<file path="config.mk">
export PLATFORM = sky130hd
export DESIGN_NAME = undo_stack
export DESIGN_NICKNAME = d
export VERILOG_FILES = /design/src/rtl/undo_stack.sv
export SDC_FILE = /design/constraint.sdc
export NUM_CORES = 1
export LEC_CHECK = 0
export BUFFER_PORTS_ARGS = -buffer_cell sky130_fd_sc_hd__buf_2
export CAP_MARGIN = 20
export CORE_UTILIZATION = 35
export DETAILED_ROUTE_END_ITERATION = 10
export GPL_TIMING_DRIVEN = 1
export SLEW_MARGIN = 20
export SYNTH_ARGS = -nofsm -noshare
export SYNTH_HDL_FRONTEND = slang
export SYNTH_SLANG_ARGS = --single-unit
</file>
<file path="constraint.sdc">
create_clock -name clk -period 7.1 [get_ports clk]
set_input_delay 1.065 -clock clk [delete_from_list [all_inputs] [get_ports clk]]
set_output_delay 1.065 -clock clk [all_outputs]
set_load 0.05 [all_outputs]
</file>
<file path="src/rtl/undo_stack.sv">
// Circular undo buffer: push/pop/peek with occupancy, commit discard and sticky lost/underflow flags.
// Optional per-entry even parity with a sticky parity_err output when UNDO_STACK_PARITY_EN is defined.
module undo_stack #(
  parameter int WIDTH      = 16,
  parameter int DEPTH_LOG2 = 4
) (
  input  logic                  clk,
  input  logic                  reset,
  input  logic                  push,
  input  logic [WIDTH-1:0]      push_data,
  input  logic                  pop,
  output logic [WIDTH-1:0]      pop_data,
  output logic                  pop_valid,
  input  logic                  peek_en,
  input  logic [DEPTH_LOG2-1:0] peek_off,
  output logic [WIDTH-1:0]      peek_data,
  output logic                  peek_valid,
  input  logic                  commit,
  output logic [DEPTH_LOG2:0]   count,
  output logic                  empty,
  output logic                  full,
  output logic                  lost,
  output logic                  underflow
`ifdef UNDO_STACK_PARITY_EN
  ,
  output logic                  parity_err
`endif
);

  localparam int DEPTH = 2 ** DEPTH_LOG2;
`ifdef UNDO_STACK_PARITY_EN
  localparam int EW = WIDTH + 1;
`else
  localparam int EW = WIDTH;
`endif
  localparam logic [DEPTH_LOG2:0]   CNT_ONE   = (DEPTH_LOG2+1)'(1);
  localparam logic [DEPTH_LOG2:0]   CNT_ZERO  = (DEPTH_LOG2+1)'(0);
  localparam logic [DEPTH_LOG2:0]   CNT_DEPTH = (DEPTH_LOG2+1)'(DEPTH);
  localparam logic [DEPTH_LOG2-1:0] PTR_ONE   = DEPTH_LOG2'(1);

  // Stored entry format: data, with the even-parity bit on top when enabled.
  function automatic logic [EW-1:0] encode_entry(input logic [WIDTH-1:0] d);
`ifdef UNDO_STACK_PARITY_EN
    return {^d, d};
`else
    return d;
`endif
  endfunction

`ifdef UNDO_STACK_PARITY_EN
  function automatic logic entry_parity_bad(input logic [EW-1:0] e);
    return ^e;
  endfunction
`endif

  logic [EW-1:0]         mem_q [DEPTH];
  logic [DEPTH_LOG2-1:0] sp_q, sp_d;
  logic [DEPTH_LOG2:0]   count_q, count_d;
  logic [WIDTH-1:0]      pop_data_q, pop_data_d;
  logic [WIDTH-1:0]      peek_data_q, peek_data_d;
  logic                  pop_valid_q, pop_valid_d;
  logic                  peek_valid_q, peek_valid_d;
  logic                  lost_q, lost_d;
  logic                  underflow_q, underflow_d;

  logic                  empty_s, full_s, pop_ok_s;
  logic [DEPTH_LOG2-1:0] top_idx_s, peek_idx_s;
  logic [EW-1:0]         top_entry_s, peek_entry_s;
  logic                  mem_we_s;
  logic [DEPTH_LOG2-1:0] mem_waddr_s;
  logic [EW-1:0]         mem_wdata_s;

  assign empty_s      = (count_q == CNT_ZERO);
  assign full_s       = (count_q == CNT_DEPTH);
  assign pop_ok_s     = pop && !commit && !empty_s;
  assign top_idx_s    = sp_q - PTR_ONE;
  assign peek_idx_s   = top_idx_s - peek_off;
  assign top_entry_s  = mem_q[top_idx_s];
  assign peek_entry_s = mem_q[peek_idx_s];

  // Next-state: commit dominates, then legal pop (with optional replace-top), then push/underflow.
  always_comb begin
    sp_d         = sp_q;
    count_d      = count_q;
    pop_data_d   = pop_data_q;
    pop_valid_d  = 1'b0;
    peek_data_d  = peek_data_q;
    peek_valid_d = 1'b0;
    lost_d       = lost_q;
    underflow_d  = underflow_q;
    mem_we_s     = 1'b0;
    mem_waddr_s  = sp_q;
    mem_wdata_s  = encode_entry(push_data);

    if (commit) begin
      lost_d = 1'b0;
      if (push) begin
        mem_we_s = 1'b1;
        sp_d     = sp_q + PTR_ONE;
        count_d  = CNT_ONE;
      end else begin
        count_d  = CNT_ZERO;
      end
    end else if (pop_ok_s) begin
      pop_data_d  = top_entry_s[WIDTH-1:0];
      pop_valid_d = 1'b1;
      if (push) begin
        mem_we_s    = 1'b1;
        mem_waddr_s = top_idx_s;
      end else begin
        sp_d    = top_idx_s;
        count_d = count_q - CNT_ONE;
      end
    end else begin
      if (pop) begin
        underflow_d = 1'b1;
      end else begin
        underflow_d = underflow_q;
      end
      if (push) begin
        mem_we_s = 1'b1;
        sp_d     = sp_q + PTR_ONE;
        if (full_s) begin
          lost_d = 1'b1;
        end else begin
          count_d = count_q + CNT_ONE;
        end
      end else begin
        sp_d = sp_q;
      end
    end

    // Peek sees the state before this cycle's push/pop.
    if (peek_en) begin
      peek_data_d  = peek_entry_s[WIDTH-1:0];
      peek_valid_d = ({1'b0, peek_off} < count_q);
    end else begin
      peek_data_d  = peek_data_q;
      peek_valid_d = 1'b0;
    end
  end

  // Entry storage; not cleared by reset, and reset blocks writes.
  always_ff @(posedge clk) begin
    if (mem_we_s && !reset) begin
      mem_q[mem_waddr_s] <= mem_wdata_s;
    end
  end

  // Control and output registers.
  always_ff @(posedge clk) begin
    if (reset) begin
      sp_q         <= {DEPTH_LOG2{1'b0}};
      count_q      <= CNT_ZERO;
      pop_data_q   <= {WIDTH{1'b0}};
      pop_valid_q  <= 1'b0;
      peek_data_q  <= {WIDTH{1'b0}};
      peek_valid_q <= 1'b0;
      lost_q       <= 1'b0;
      underflow_q  <= 1'b0;
    end else begin
      sp_q         <= sp_d;
      count_q      <= count_d;
      pop_data_q   <= pop_data_d;
      pop_valid_q  <= pop_valid_d;
      peek_data_q  <= peek_data_d;
      peek_valid_q <= peek_valid_d;
      lost_q       <= lost_d;
      underflow_q  <= underflow_d;
    end
  end

`ifdef UNDO_STACK_PARITY_EN
  logic parity_err_q, parity_err_d;

  // Sticky parity error, checked only on entries that are actually occupied.
  always_comb begin
    parity_err_d = parity_err_q;
    if (commit) begin
      parity_err_d = 1'b0;
    end else if ((pop_ok_s && entry_parity_bad(top_entry_s)) ||
                 (peek_en && ({1'b0, peek_off} < count_q) && entry_parity_bad(peek_entry_s))) begin
      parity_err_d = 1'b1;
    end else begin
      parity_err_d = parity_err_q;
    end
  end

  // Parity error register.
  always_ff @(posedge clk) begin
    if (reset) begin
      parity_err_q <= 1'b0;
    end else begin
      parity_err_q <= parity_err_d;
    end
  end

  assign parity_err = parity_err_q;
`endif

  assign pop_data   = pop_data_q;
  assign pop_valid  = pop_valid_q;
  assign peek_data  = peek_data_q;
  assign peek_valid = peek_valid_q;
  assign count      = count_q;
  assign empty      = empty_s;
  assign full       = full_s;
  assign lost       = lost_q;
  assign underflow  = underflow_q;

endmodule

</file>
* Word level (Yosys, flattened, before mapping)
Memories as Yosys holds them, arrays and structs flattened. A register that Yosys moved wholly into a read port is not among the register bits.
Cells that the tools add are included.
** Storage, ports and cells
- Memories kept :: 1
- RAM bits :: 256
- Word-level logic and storage cells :: 50
- Output and inout port bits :: 43
- Bits of input ports :: 26
- Register bits :: 13
** Cells by class
- Add/subtract/negate cells :: 5
- Multiplexer cells :: 17
- Order comparisons :: 1
- Bitwise gates (word level) :: 3
- Equal/unequal tests :: 3
- Reductions and logical operators :: 14
** Memories
- mem_q :: words 16, width 16, read ports 2, clocked after Yosys merged registers in 2, wr ports 1, line 56 : logic [EW-1:0] mem_q [DEPTH];
** Operators with widths (count)
- 2-to-1 mux 4 bit :: 7
- 2-to-1 mux 5 bit :: 5
- AND reduction 3 bit :: 3
- adder 5 x 1 -> 5 bit, second input constant :: 1
- equality test 5 bit, second input constant :: 1
- logical NOT 5 bit :: 1
- < comparator 4 x 5 -> 1 bit :: 1
- 2-to-1 mux 1 bit :: 5
- subtractor 5 x 1 -> 5 bit, second input constant :: 1
- adder 4 x 1 -> 4 bit, second input constant :: 1
- OR reduction 2 bit :: 2
- subtractor 4 x 1 -> 4 bit, second input constant :: 1
- subtractor 4 bit :: 1
- logical AND 1 bit :: 3
- logical NOT 1 bit :: 3
- inequality test 3 x 2 -> 1 bit, second input constant :: 1
- inequality test 3 bit, second input constant :: 1
- inverter 1 bit :: 3
- nonzero test 3 bit :: 1
- AND reduction 2 bit :: 1

* Longest topological paths before layout
Gate-level depths: netlist (run 1).
- Depth in word-level cells :: 5
- Gate-level depth with buffers :: 15
- Mapped depth without buffers :: 10

* Worst setup path before layout (run 1)
OpenSTA, ideal clock, no wires.
- Path kind :: register -> register
- Start point :: reg sp_q[0]
- End point :: mem mem_q[12][0] (netlist bit) (enable)
- Path slack :: 2824 ps
- Clock period less this slack :: 4276 ps
- Arrival time :: 3867 ps
- Buffers on the path :: 5
- Stages on the path, launching flop included :: 11
- Data required time :: 6691 ps
- Library setup time :: 409 ps
- Cells stage by stage :: dfxtp_1 > buf_2 > buf_1 > inv_1 > ha_1 > clkbuf_1 > buf_1 > clkbuf_1 > inv_1 > o31a_1 > nor3_1
** Between the ends
- Word-level cells in the longest chain between the ends :: 4
** Ends and longest elaborated chain
- start: declaration :: line 57 : logic [DEPTH_LOG2-1:0] sp_q, sp_d;
- start signal: assignment :: line 153 : sp_q <= {DEPTH_LOG2{1'b0}};
- start signal: assignment :: line 162 : sp_q <= sp_d;
- subtractor 4 x 1 -> 4 bit :: line 76 : assign top_idx_s = sp_q - PTR_ONE;
- 2-to-1 mux 4 bit :: line 107 : if (push) begin
- 2-to-1 mux 4 bit :: line 104 : end else if (pop_ok_s) begin
- 2-to-1 mux 4 bit (*) :: line 95 : if (commit) begin
- end: declaration :: line 56
Every way passes the cells marked *; elsewhere a longest branch is shown, timed or not.

* Worst setup path in the final report (run 1)
- Start point :: reg sp_q[0]
- End point :: reg peek_data_q[2], in the netlist peek_data[2] (read register of mem_q)
** Between the ends
- Word-level cells in the longest chain between the ends :: 2
** Ends and longest elaborated chain
- subtractor 4 x 1 -> 4 bit :: line 76
- subtractor 4 bit :: line 77 : assign peek_idx_s = top_idx_s - peek_off;
- end: declaration :: line 60 : logic [WIDTH-1:0] peek_data_q, peek_data_d;
Every way passes these cells.
A chain may end at the register's enable or synchronous reset.

==> results_dict.tcl, run 1 <==
set metrics [dict create \
    status "finished, final reports clean" \
    layout_min_cycle_time_ns 4.37 \
    worst_slack_ns 2.73 \
    syn_avg_cell_area_sq_um 17.4 \
    grt_setup_unrepaired "false" \
    crit_path_max_incr_delay_ns 0.92 \
    area_growth_pct 15.1 \
    drt-total-wl_microns 37900 \
    critPathCaptureType "flop" \
    worst_hold_path_type "reg -> reg" \
    cts_max_level 2 \
    cp_max_fo 38 \
    tightest_slew_ns 1.21 \
    vias_per_cell 5.85 \
    via_count 8293 \
    power_leakage_nw 5.15 \
    cts_sinks 301 \
    grt_antenna_before_repair 2 \
    maxCapViolCount 0 \
    critPathMostFrequentCell "inv_1" \
    num-nets-final 915 \
    first_global_vias 8416 \
    worstPathCellList "inv_1 -> ha_4 -> inv_1 -> ha_1 -> nor2b_1 -> o21ai_0 -> nand3_1 -> a221oi_1 -> o32ai_1" \
    syn-num-nets 843 \
    p_per_area_nw_per_um2 369 \
    cts_buffer_depth 3 \
    drive_gt1_share_pct 34.6 \
    maxSlewHeadroom_pct 19.0 \
    synthArstFlopShare_pct 0 \
    grt_pass1_wl_microns 55900 \
    syn_area_sq_um 14000 \
    io_buffer_count 68 \
    synth_edf_count 256 \
    ir_drop_mv 0.191 \
    finalClockSkew_ns 0.0192 \
    fmax_mhz 229 \
    pre_cts_slack_ns 2.65 \
    grtUsageMet2_pct 29.3 \
    yosysWarningCount 0 \
    met3_usage_pct 3.64 \
    crit_required_ns 7.46 \
    use_met1_pct 27.4 \
    clkTransAtPathRegs_ns 0.07 \
    postCtsSetupBuffers 0 \
    fin_crit_sh_pct 61.6 \
    dieHeight_microns 202 \
    grt_max_degree 57 \
    grt-busiest-layer "met2" \
    dpl.hpwl_microns 22600 \
    crit_arrival_ns 4.73 \
    root_buffer "clkbuf_16" \
    rows 72 \
    initial_core_util_pct 35.8 \
    cts_buffers 34 \
    drt_iter0_drc 986 \
    ios 69 \
    wl_per_cell_microns 26.8 \
    grt.overflow.total 0 \
    crit_path_start_kind "flop" \
    criticalPathCategory "reg -> reg" \
    cpMaxStageDelayCell "nand3_1" \
    core_sq_um 39000 \
    die-area_sq_um 40700 \
    drt_pass1_iterations 6 \
    drc 0 \
    drv_slew 0 \
    gp_congestion 0.792 \
    ctsResizeCount 0 \
    netlist_instances 803 \
    hold_viol 0 \
    antenna_left 0 \
    finalSetupTns_ns 0 \
    yosysSeqAreaShare_pct 61.5 \
    insertion_delay_ns 0.51 \
    ys_seq_elements 301 \
    ys_types 56 \
    gr-usage-all-layers_pct 18.9 \
    die_w_microns 202 \
    cts_tree "done" \
    setup_viol 0 \
    synthFlopType "edfxtp_1" \
    cts-hold-fix-buffers 0 \
]
==> cell usage in the layout (no fill, tap or decap), types with 8 or more instances in the layout <==
cell and instances:
buf_4 28, and2_1 31, buf_2 68, o32ai_1 16, a2111oi_0 9, a21oi_1 8, mux4_2 127, nor2_1 30
clkbuf_16 35, xnor2_1 9, dfxtp_1 44, clkinv_2 8, nand2_1 11, a22oi_1 32, inv_1 12, nand3_1 8
nor2_2 11, ha_1 10, a311oi_1 16, nand2b_1 20, a221oi_1 17, edfxtp_1 256, clkbuf_1 8
==> Yosys cell counts (2+ instances only) <==
| cell type | count | area, sq um |
|---|---|---|
| a2111oi_0 | 9 | 78.8 |
| a2111oi_1 | 6 | 60.1 |
| a21o_1 | 6 | 45.0 |
| a21oi_1 | 9 | 45.0 |
| a221oi_1 | 17 | 149 |
| a22oi_1 | 32 | 240 |
| a311oi_1 | 16 | 140 |
| a31oi_1 | 3 | 18.8 |
| and2_1 | 31 | 194 |
| buf_1 | 4 | 15.0 |
| buf_2 | 19 | 95.1 |
| buf_6 | 4 | 45.0 |
| clkbuf_1 | 32 | 120 |
| dfxtp_1 | 45 | 901 |
| edfxtp_1 | 256 | 7690 |
| fa_1 | 2 | 40.0 |
| ha_1 | 12 | 150 |
| inv_1 | 12 | 45.0 |
| mux2i_1 | 4 | 40.0 |
| mux4_2 | 127 | 2860 |
| nand2_1 | 11 | 41.3 |
| nand2b_1 | 20 | 125 |
| nand3_1 | 8 | 40.0 |
| nor2_1 | 44 | 165 |
| nor2b_1 | 2 | 12.5 |
| nor3_1 | 5 | 25.0 |
| o21a_1 | 3 | 22.5 |
| o21ai_0 | 2 | 10.0 |
| o21ai_1 | 2 | 10.0 |
| o22ai_1 | 3 | 18.8 |
| o2bb2ai_1 | 2 | 17.5 |
| o32ai_1 | 16 | 140 |
| or2_2 | 2 | 12.5 |
| xnor2_1 | 10 | 87.6 |
| xor2_1 | 6 | 52.6 |
==> flip-flops by register name, indices dropped and copies added, names as in the netlist <==
register / count
peek_valid: 1
sp_q: 4
mem_q: 256
underflow: 1
peek_data: 16
pop_data: 16
lost: 1
pop_valid: 1
count: 5
==> layer usage <==
layer / vias to the layer above / routed length (microns)
met3: 56 / 3150
met1: 4295 / 16500
met4: 0 / 703
met5: - / 0
li1: 3529 / -
met2: 413 / 17600
==> per-stage QoR <==
stage	total power, mW	cells	hold slack, ns	instance area (sq um)	util (%)
detailed placement	4.26	1357	0.454	15000	38.5
global route	6.16	1416	0.503	16100	41.2
global placement	4.25	1357	0.444	15000	38.5
CTS	5.96	1416	0.471	16100	41.2
finish	5.93	1417	0.468	16100	41.2
floorplan	3.66	803	0.583	14000	-
==> kinds of logic after synthesis <==
kind of cell	after synthesis	synth area share [%]
AND/OR/NAND/NOR	129	4.78
AO/OA/AOI/OAI	137	7.99
XOR/XNOR	16	1.00
adder cells (fa/ha/maj)	14	1.36
buffers and inverters	74	2.45
flip-flops	301	61.5
multiplexers	132	20.9
==> where the power goes <==
part	switching (mW)	internal, mW	total (mW)
clock	0.685	1.01	1.70
sequential	0.0905	2.00	2.09
combinational	1.25	0.891	2.14
==> layout make-up <==
type | count | area, sq um
repair buffers | 96 | 551
clock buffers | 43 | 906
well taps | 518 | 648
diodes | 1 | 2.50
multi-input cells | 428 | 5170
flip-flops and latches | 301 | 8590
clock inverters | 16 | 161
fillers | 3479 | 22900
inverters | 14 | 52.6
==> critical path: cells and delay by family (launching register included) <==
kind	cells	cell delay, ns
buf+inv	2	0.40
compound gates	3	1.07
simple gates	2	1.06
flops	1	0.87
fa+ha+maj	2	0.79
==> worst paths after layout <==
kind / startpoint / endpoint / slack (ns) / cells past startpoint
worst min register to register: lost / lost / 0.47 / 2
worst max-delay path: sp_q[0] / peek_data[2] / 2.73 / 9
worst max register to register: sp_q[0] / peek_data[2] / 2.73 / 9
worst min-delay path: lost / lost / 0.47 / 2
Power figures use the tool's default switching activity.
==> inputs of run 2 (changes only) <==
clock period = 4.2 ns   (was 7.1 ns; I/O delays follow)
==> run 2 against run 1 <==
Against the previous run:
- combinational power up 77%
- via count is 2.7% higher
- sequential power up 68%
- clock skew fell by 0.0054 ns
- flip-flop and latch count unchanged
- sequential share of layout area shrank 0.96 points
- clock power rose by 82%
- critical endpoint is now peek_data[9]
- largest power group unchanged
==> results_dict.tcl, run 2 (synthesis gave the netlist of run 1 again) <==
set metrics [dict create \
    tightest_slew_ns 1.14 \
    io_buffer_count 68 \
    finalClockSkew_ns 0.0139 \
    rows 72 \
    critPathCaptureType "flop" \
    drt_iter0_drc 942 \
    grt_antenna_before_repair 1 \
    dieHeight_microns 202 \
    power_mw 10.4 \
    setup_viol 0 \
    die-area_sq_um 40700 \
    initial_core_util_pct 35.8 \
    num-nets-final 937 \
    grt_pass1_wl_microns 57000 \
    crit_arrival_ns 4.20 \
    worst_hold_path_type "in -> reg" \
    final_common_cell "edfxtp_1" \
    wl_per_cell_microns 26.9 \
    cts_buffers 36 \
    cts_max_level 2 \
    drt-total-wl_microns 38800 \
    cts_buffer_depth 3 \
    dpl.hpwl_microns 23600 \
    cts-hold-fix-buffers 0 \
    regMostFlops "mem_q" \
    crit_path_start_kind "flop" \
    maxSlewHeadroom_pct 24.3 \
    cts_tree "done" \
    ios 69 \
    status "finished, final reports clean" \
    worst_slack_ns 0.352 \
    p_per_area_nw_per_um2 633 \
    core_sq_um 39000 \
    drv_slew 0 \
    grt_setup_unrepaired "false" \
    pre_cts_slack_ns 0.417 \
    die_w_microns 202 \
    cp_max_fo 13 \
    largest_register_ffs 256 \
    antenna_left 0 \
    gr-usage-all-layers_pct 19.1 \
    grt_max_degree 69 \
    crit_start "sp_q[1]" \
    hp-start "commit" \
    power_leakage_nw 5.31 \
    reg2reg_from "sp_q[1]" \
    hold_ws_ns 0.406 \
    via_count 8516 \
    finalSetupTns_ns 0 \
    postCtsSetupBuffers 0 \
    n_antenna_cell 0 \
    fmax_mhz 260 \
    gp_congestion 0.801 \
    criticalPathCategory "reg -> reg" \
    clkTransAtPathRegs_ns 0.05 \
    area_growth_pct 17.2 \
    drc 0 \
    maxCapViolCount 0 \
    hold_viol 0 \
    ctsResizeCount 0 \
    ir_drop_mv 0.312 \
    drt_pass1_iterations 5 \
    cts_sinks 301 \
    first_global_vias 8576 \
    crit_required_ns 4.56 \
    insertion_delay_ns 0.51 \
    root_buffer "clkbuf_16" \
    layout_min_cycle_time_ns 3.85 \
    fin_cells 1442 \
    drive_gt1_share_pct 36.5 \
    mostFrequentLayoutCells "256 x edfxtp_1, 127 x mux4_2, 68 x buf_2, 45 x buf_4, 44 x dfxtp_1" \
    dp_cells 1377 \
    fin_crit_sh_pct 91.6 \
    grt.overflow.total 0 \
    vias_per_cell 5.91 \
]
-- run 2: cell types whose count changed in the layout (fill, tap and decap cells not counted), sizes merged --
cell / change
bufinv: +1
diode: -1
clkbuf: +3
clkinvlp: +2
buf: +20
-- run 2: worst paths after layout --
kind | to | slack (ns) | cells after the start
worst min register to register | underflow | 0.47 | 2
worst max-delay path | peek_data[9] | 0.35 | 11
worst max register to register | peek_data[9] | 0.35 | 11
worst min-delay path | count[0] | 0.41 | 3
-- run 2: worst max-delay path, cell delays in order, from the launching register on --
cell,delay (ns)
dfxtp_1,0.50
inv_1,0.18
ha_4,0.21
nand2b_1,0.16
nand2_1,0.08
ha_1,0.37
xnor2_2,0.60
buf_4,0.38
mux4_2,0.52
and2_1,0.16
a2111oi_0,0.39
o32ai_1,0.13
-- run 2: area by class of cell --
cell class / count / area, sq um
Inverter: 14 / 52.6
Tap cell: 518 / 648
Clock buffer: 46 / 968
Sequential cell: 301 / 8590
Multi-Input combinational cell: 428 / 5160
Timing Repair Buffer: 116 / 738
Fill cell: 3437 / 22600
Clock inverter: 19 / 220
-- run 2: metrics by stage --
| stage | util, % | cell area, sq um |
|---|---|---|
| finish | 42.0 | 16400 |
| global route | 42.0 | 16400 |
| CTS | 42.0 | 16400 |
| detailed placement | 38.9 | 15200 |
| global placement | 38.9 | 15200 |
| floorplan | - | 14000 |
-- run 2: where the power goes --
part / internal [mW] / switching, mW / total, mW
registers: 3.39 / 0.120 / 3.51
logic: 1.61 / 2.17 / 3.78
clock network: 1.89 / 1.20 / 3.09
total: 6.88 / 3.49 / 10.4
-- run 2: routing by layer --
layer | wire (microns) | part of all wire, % | vias up | track usage [%]
li1 | - | - | 3572 | -
met1 | 16300 | 42 | 4442 | 27.5
met2 | 17800 | 46 | 434 | 29.6
met3 | 3660 | 9.4 | 68 | 3.40
met4 | 1070 | 2.8 | 0 | 5.82
met5 | 0 | 0 | - | 0.833
